**src/rtl/emu_scan_pkg.sv**
```systemverilog
// Shared definitions for the emulator scan checkpoint controller:
// FSM state encoding and host command encoding.
package emu_scan_pkg;

  typedef enum logic [3:0] {
    ST_IDLE     = 4'd0,
    ST_PAUSE    = 4'd1,
    ST_FF_SAVE  = 4'd2,
    ST_RAM_LEAD = 4'd3,
    ST_RAM_SAVE = 4'd4,
    ST_FF_LOAD  = 4'd5,
    ST_RAM_LOAD = 4'd6,
    ST_RAM_TAIL = 4'd7,
    ST_RESUME   = 4'd8
  } state_e;

  localparam logic CMD_SAVE = 1'b0;
  localparam logic CMD_LOAD = 1'b1;

endpackage

```
**src/rtl/emu_ckpt_buf.sv**
```systemverilog
// Checkpoint buffer: one write port, one read port, registered read data.
// The read register only updates on a read, so its value holds otherwise.
module emu_ckpt_buf
  import emu_scan_pkg::*;
#(
  parameter int DW    = 64,
  parameter int DEPTH = 20,
  parameter int AW    = 5
) (
  input  logic          clk,
  input  logic          rst_n,
  input  logic          we,
  input  logic [AW-1:0] waddr,
  input  logic [DW-1:0] wdata,
  input  logic          re,
  input  logic [AW-1:0] raddr,
  output logic [DW-1:0] rdata
);

  logic [DW-1:0] mem_q [DEPTH];
  logic [DW-1:0] rdata_q;

  always_ff @(posedge clk) begin
    if (we) mem_q[waddr] <= wdata;
  end

  always_ff @(posedge clk or negedge rst_n) begin
    if (!rst_n)  rdata_q <= '0;
    else if (re) rdata_q <= mem_q[raddr];
  end

  assign rdata = rdata_q;

endmodule

```
**src/rtl/emu_ckpt_scan_ctrl.sv**
```systemverilog
// Scan checkpoint controller: pauses the emulated DUT and moves its FF and RAM
// scan chains to/from an internal buffer that the host can access while idle.
//
//   state     | meaning
//   ----------+---------------------------------------------------------------
//   IDLE      | waiting for a command; host owns the buffer
//   PAUSE     | DUT clocks stopped; LOAD fetches buffer word 0
//   FF_SAVE   | FF chain rotated (looped back) while each word is captured
//   RAM_LEAD  | RAM chain dump started, output not valid yet
//   RAM_SAVE  | RAM chain words captured into the buffer
//   FF_LOAD   | buffer words shifted into the FF chain
//   RAM_LOAD  | buffer words shifted into the RAM chain
//   RAM_TAIL  | RAM scan held on the last word to let the load settle
//   RESUME    | scan enables dropped; DUT still paused for one cycle
module emu_ckpt_scan_ctrl
  import emu_scan_pkg::*;
#(
  parameter int DW        = 64,
  parameter int FF_WORDS  = 4,
  parameter int MEM_WORDS = 16,
  parameter int RAM_LEAD  = 2,
  parameter int RAM_TAIL  = 1,
  parameter int AW        = $clog2(FF_WORDS + MEM_WORDS)
) (
  input  logic          emu_host_clk,
  input  logic          emu_host_rst_n,
  input  logic          cmd_valid,
  input  logic          cmd_load,
  output logic          cmd_ready,
  output logic          busy,
  output logic          done,
  output logic          ckpt_valid,
  input  logic          buf_en,
  input  logic          buf_we,
  input  logic [AW-1:0] buf_addr,
  input  logic [DW-1:0] buf_wdata,
  output logic [DW-1:0] buf_rdata,
  output logic          emu_pause,
  output logic          emu_ff_se,
  output logic [DW-1:0] emu_ff_di,
  input  logic [DW-1:0] emu_ff_do,
  output logic          emu_ram_se,
  output logic          emu_ram_sd,
  output logic [DW-1:0] emu_ram_di,
  input  logic [DW-1:0] emu_ram_do
);

  localparam int DEPTH = FF_WORDS + MEM_WORDS;
  localparam int CW    = $clog2(DEPTH + RAM_LEAD + RAM_TAIL + 1);

  state_e        state_q, state_d;
  logic [CW-1:0] cnt_q, cnt_d;
  logic          cnt_last;
  logic          op_load_q, op_load_d;
  logic          busy_q, busy_d, done_q, done_d, ckpt_valid_q, ckpt_valid_d;
  logic          pause_q, pause_d, ff_se_q, ff_se_d;
  logic          ram_se_q, ram_se_d, ram_sd_q, ram_sd_d;
  logic          host_rd_q, host_rd_d;
  logic [DW-1:0] rdata_hold_q, rdata_hold_d;

  logic          ctrl_we, ctrl_re, host_en;
  logic [AW-1:0] ctrl_waddr, ctrl_raddr;
  logic [DW-1:0] ctrl_wdata;
  logic          mem_we, mem_re;
  logic [AW-1:0] mem_waddr, mem_raddr;
  logic [DW-1:0] mem_wdata, mem_rdata;

  always_comb begin
    case (state_q)
      ST_FF_SAVE, ST_FF_LOAD:   cnt_last = (cnt_q == CW'(FF_WORDS - 1));
      ST_RAM_LEAD:              cnt_last = (cnt_q == CW'(RAM_LEAD - 1));
      ST_RAM_SAVE, ST_RAM_LOAD: cnt_last = (cnt_q == CW'(MEM_WORDS - 1));
      ST_RAM_TAIL:              cnt_last = (cnt_q == CW'(RAM_TAIL - 1));
      default:                  cnt_last = 1'b1;
    endcase
  end

  // Every transition happens on cnt_last, so the counter restarts at 0 on entry.
  always_comb begin
    state_d    = state_q;
    cnt_d      = cnt_last ? '0 : cnt_q + CW'(1);
    op_load_d  = op_load_q;
    ctrl_we    = 1'b0;
    ctrl_re    = 1'b0;
    ctrl_waddr = AW'(cnt_q);
    ctrl_wdata = emu_ff_do;
    ctrl_raddr = AW'(cnt_q) + AW'(1);
    case (state_q)
      ST_IDLE: begin
        if (cmd_valid) begin
          state_d   = ST_PAUSE;
          op_load_d = (cmd_load == CMD_LOAD);
        end
      end
      ST_PAUSE: begin
        ctrl_re    = op_load_q;
        ctrl_raddr = '0;
        state_d    = op_load_q ? ST_FF_LOAD : ST_FF_SAVE;
      end
      ST_FF_SAVE: begin
        ctrl_we = 1'b1;
        if (cnt_last) state_d = ST_RAM_LEAD;
      end
      ST_RAM_LEAD: begin
        if (cnt_last) state_d = ST_RAM_SAVE;
      end
      ST_RAM_SAVE: begin
        ctrl_we    = 1'b1;
        ctrl_waddr = AW'(FF_WORDS) + AW'(cnt_q);
        ctrl_wdata = emu_ram_do;
        if (cnt_last) state_d = ST_RESUME;
      end
      ST_FF_LOAD: begin
        ctrl_re = 1'b1;
        if (cnt_last) state_d = ST_RAM_LOAD;
      end
      ST_RAM_LOAD: begin
        // no fetch on the last word: the read register then holds it through the tail
        ctrl_re    = !cnt_last;
        ctrl_raddr = AW'(FF_WORDS) + AW'(cnt_q) + AW'(1);
        if (cnt_last) state_d = ST_RAM_TAIL;
      end
      ST_RAM_TAIL: begin
        if (cnt_last) state_d = ST_RESUME;
      end
      ST_RESUME: state_d = ST_IDLE;
      default:   state_d = ST_IDLE;
    endcase

    busy_d       = (state_d != ST_IDLE);
    pause_d      = busy_d;
    ff_se_d      = state_d inside {ST_FF_SAVE, ST_FF_LOAD};
    ram_se_d     = state_d inside {ST_RAM_LEAD, ST_RAM_SAVE, ST_RAM_LOAD, ST_RAM_TAIL};
    ram_sd_d     = state_d inside {ST_RAM_LOAD, ST_RAM_TAIL};
    done_d       = (state_q == ST_RESUME);
    ckpt_valid_d = ckpt_valid_q | (done_d & (op_load_q == CMD_SAVE));
  end

  assign host_en      = buf_en & !busy_q;
  assign host_rd_d    = host_en & !buf_we;
  assign rdata_hold_d = buf_rdata;

  assign mem_we    = busy_q ? ctrl_we    : (host_en & buf_we);
  assign mem_waddr = busy_q ? ctrl_waddr : buf_addr;
  assign mem_wdata = busy_q ? ctrl_wdata : buf_wdata;
  assign mem_re    = busy_q ? ctrl_re    : host_rd_d;
  assign mem_raddr = busy_q ? ctrl_raddr : buf_addr;

  emu_ckpt_buf #(
    .DW    (DW),
    .DEPTH (DEPTH),
    .AW    (AW)
  ) u_buf (
    .clk   (emu_host_clk),
    .rst_n (emu_host_rst_n),
    .we    (mem_we),
    .waddr (mem_waddr),
    .wdata (mem_wdata),
    .re    (mem_re),
    .raddr (mem_raddr),
    .rdata (mem_rdata)
  );

  always_ff @(posedge emu_host_clk or negedge emu_host_rst_n) begin
    if (!emu_host_rst_n) begin
      state_q      <= ST_IDLE;
      cnt_q        <= '0;
      op_load_q    <= 1'b0;
      busy_q       <= 1'b0;
      done_q       <= 1'b0;
      ckpt_valid_q <= 1'b0;
      pause_q      <= 1'b0;
      ff_se_q      <= 1'b0;
      ram_se_q     <= 1'b0;
      ram_sd_q     <= 1'b0;
      host_rd_q    <= 1'b0;
      rdata_hold_q <= '0;
    end else begin
      state_q      <= state_d;
      cnt_q        <= cnt_d;
      op_load_q    <= op_load_d;
      busy_q       <= busy_d;
      done_q       <= done_d;
      ckpt_valid_q <= ckpt_valid_d;
      pause_q      <= pause_d;
      ff_se_q      <= ff_se_d;
      ram_se_q     <= ram_se_d;
      ram_sd_q     <= ram_sd_d;
      host_rd_q    <= host_rd_d;
      rdata_hold_q <= rdata_hold_d;
    end
  end

  assign cmd_ready  = !busy_q;
  assign busy       = busy_q;
  assign done       = done_q;
  assign ckpt_valid = ckpt_valid_q;
  assign emu_pause  = pause_q;
  assign emu_ff_se  = ff_se_q;
  assign emu_ram_se = ram_se_q;
  assign emu_ram_sd = ram_sd_q;
  assign buf_rdata  = host_rd_q ? mem_rdata : rdata_hold_q;
  // SAVE loops the chain back on itself so the dump leaves FF state intact.
  assign emu_ff_di  = ff_se_q ? (op_load_q ? mem_rdata : emu_ff_do) : '0;
  assign emu_ram_di = ram_sd_q ? mem_rdata : '0;

endmodule
```
**config.mk**
```make
export PLATFORM = sky130hd
export DESIGN_NAME = emu_ckpt_scan_ctrl
export DESIGN_NICKNAME = d
export VERILOG_FILES = /design/src/rtl/emu_scan_pkg.sv /design/src/rtl/emu_ckpt_buf.sv /design/src/rtl/emu_ckpt_scan_ctrl.sv
export SDC_FILE = /design/constraint.sdc
export NUM_CORES = 2
export LEC_CHECK = 0
export CAP_MARGIN = 20
export CORE_UTILIZATION = 35
export DETAILED_ROUTE_END_ITERATION = 16
export SLEW_MARGIN = 0
export SYNTH_ARGS = -nofsm -noshare
export SYNTH_HDL_FRONTEND = slang
export SYNTH_HIERARCHICAL = 1
export SYNTH_SLANG_ARGS = --single-unit
```
**constraint.sdc**
```tcl
create_clock -name emu_host_clk -period 5.8 [get_ports emu_host_clk]
set_clock_uncertainty 0.15 [all_clocks]
set_input_delay 1.16 -clock emu_host_clk [delete_from_list [all_inputs] [get_ports emu_host_clk]]
set_output_delay 1.16 -clock emu_host_clk [all_outputs]
set_load 0.1 [all_outputs]
```
==> metrics.txt <==
R2R setup slack 1.38 ns; DR pass1 iterations 7; final hold violations 0; top post-synthesis cells by area edfxtp_1 (67%), mux2i_1 (11%), dfrtp_1 (6.3%), mux4_2 (2.5%), o22ai_1 (1.4%); worst r2r dst u_buf/rdata[57]; Via Count 32.5k; max-slew violation count 0; nets@finish 4133; Mapped Area 57400 µm²; Initial Util 35.3%; Routed WL 153 mm; area of the multi-input gates 14500 µm²; 1st-iter DRT viols 3052; Worst Path Buf+Inv 2; most common cell in the synthesized netlist edfxtp_1; Synth Warn # 6; critical path's slowest cell clkdlybuf4s50_1; Startpoint Class flip-flop; Max IR drop VDD 0.000732 V; port buffer count 402; area grow syn2layout 22.1%; fill cell total of the finished layout 14.2k; setup bufs post-CTS 0; Core ar. 163000 µm²; status finished clean; Clock Pin Slew Worst Setup and Hold Paths 0.05 ns; Die ar. 166000 µm²; grt ovf 0; dominant cell type by area after synthesis edfxtp_1; Die W 407 µm; Reg area 42100 µm²; CTS H-tree depth 4; RSZ-0062 raised after global routing no; first-pass GRT wire length 222 mm; worst slew pin tran 1.13 ns; Clk Latency, worst-skew pair 0.77 ns; Tcrit/Tclk final 81.8%; via/cell ratio 5.22; share of Yosys cell area claimed by the top area cell type 66.9%; largest net degree at the start of global routing 67; post-route setup TNS 0 ns; ANT nets after route 0; GPL Wtd Cong 0.770; Num CTS Buffers 151; worst hold path class in -> async; Slew HR 24.3%; Synth cell types 61; Largest stage delay, worst path 1.15 ns; top cells by count, synth edfxtp_1 (1280), mux2i_1 (643), nor2_1 (168); Final Hold Slack 0.301 ns; syn nets 3610; CP Cell Sequence buf_4, mux2i_1, nor2b_1, clkdlybuf4s50_1; DR DRC count 0; crit-path max FO 20; Place WS 1.11 ns; Worst Path Arrival 3.43 ns; Avg Cell Area, Syn 16.9 µm²; synthesized flop and latch total 1425; CTS root buffer clkbuf_16; CTS-repair resized insts 0; DP Wirelength 86.0 mm; Final Worst Setup Slack 1.06 ns; Reg2Reg Launch Point state_q[0]; wire per inst 24.6 µm; top_reg_cell synth edfxtp_1; row count 148; crit path kind reg -> out; Die H 407 µm; final setup fails 0; clk buf depth 3; antenna violations before repair 7; Synth async-reset ratio 10.2%; Worst Reg-to-Reg Cells 10; Power, Total 44.1 mW; fmax 211 MHz; min Tclk post-route 4.74 ns; hold buffer count at CTS 0; sequential area share after synthesis 73.3%; Post-synth EDFFs 1280; Leak 24.2 nW; max cap viols 0; pwr/cell area 629 nW/µm²; nature of the critical path endpoint output port; Data required, critical path 4.49 ns; number of global-route vias before repair 32.5k; layout cell share with drive strength beyond 1 14.6%; Post-Synthesis Cells 3402; Boundary Pins 403; Overall Global Routing Usage 18.3%; CTS Sinks 1425; critical path's top delay family buffers and inverters; CTS tree done
==> final cells by class <==
type	count	area share, %
antenna	3	0.0107
timing repair buffer	583	8.42
sequential	1425	60.0
multi-input combinational	1754	20.7
clock inverter	70	1.00
clock buffer	211	5.91
tap	2175	3.88
inverter	10	0.0536
==> state kept, by name, summed over array words and instances (netlist names), 4 cells and up <==
signal and count:
cnt_q 5, rdata_hold_q 64, state_q 4, u_buf/mem_q 1280, u_buf/rdata 64
==> metal layers <==
layer	vias to the layer above	GRT usage [%]	wire [µm]
li1	14400	-	-
met1	16800	25.4	66400
met2	1147	30.0	74000
met3	162	2.78	10300
met4	0	4.54	2720
met5	-	0	0
==> through the flow <==
step | util [%] | instance area (µm²) | std cells
global placement | 40.1 | 65200 | 5944
floorplan | - | 57400 | 3402
CTS | 43.0 | 70100 | 6227
detailed placement | 40.1 | 65200 | 5946
global route | 43.1 | 70100 | 6228
finish | 43.1 | 70100 | 6231
==> cells by family (layout without fill, tap and decap cells) <==
kind of cell	Yosys count	count (layout)	synth area share [%]
flops	1425	1425	73.3
mux	772	772	15.0
simple gates	553	553	4.76
compound gates	413	413	4.67
buf+inv	223	874	2.04
xor+xnor	11	11	0.168
fa+ha+maj	5	5	0.109
other cells	0	3	0
==> placed cells by master (no fill, tap or decap), types with 15 or more instances in the layout <==
master / n
and2_1: 64
edfxtp_1: 1280
a22oi_1: 64
nor2_1: 148
mux2_2: 65
clkbuf_1: 47
nor2_4: 21
o22ai_1: 128
a2111oi_0: 53
nand2_1: 144
mux2i_1: 643
buf_4: 141
dfrtp_1: 140
buf_12: 41
o21ai_1: 65
clkdlybuf4s50_1: 399
mux4_2: 64
clkinv_1: 20
nor2b_1: 65
clkinv_2: 23
a21oi_1: 57
a21oi_2: 15
clkbuf_16: 152
nand4_1: 64
==> worst max path at each step <==
stage / depth (start not counted) / slack, ns / end / startpoint
3_5_place_dp: 9 / 1.11 / u_buf/rdata[57] / buf_addr[0]
5_1_grt: 4 / 0.93 / emu_ff_di[15] / op_load_q
3_3_place_gp: 9 / 1.10 / u_buf/rdata[57] / buf_addr[0]
2_1_floorplan: 5 / -0.78 / u_buf/mem_q[0][0] / emu_pause
6_report: 4 / 1.06 / emu_ff_di[15] / op_load_q
4_1_cts: 4 / 0.99 / emu_ff_di[15] / op_load_q
==> where the power goes <==
group / internal, mW / switching (mW)
combinational: 6.12 / 13.3
clock: 5.43 / 3.98
sequential: 14.4 / 0.922
No activity file was read; power rests on OpenSTA's default activity.
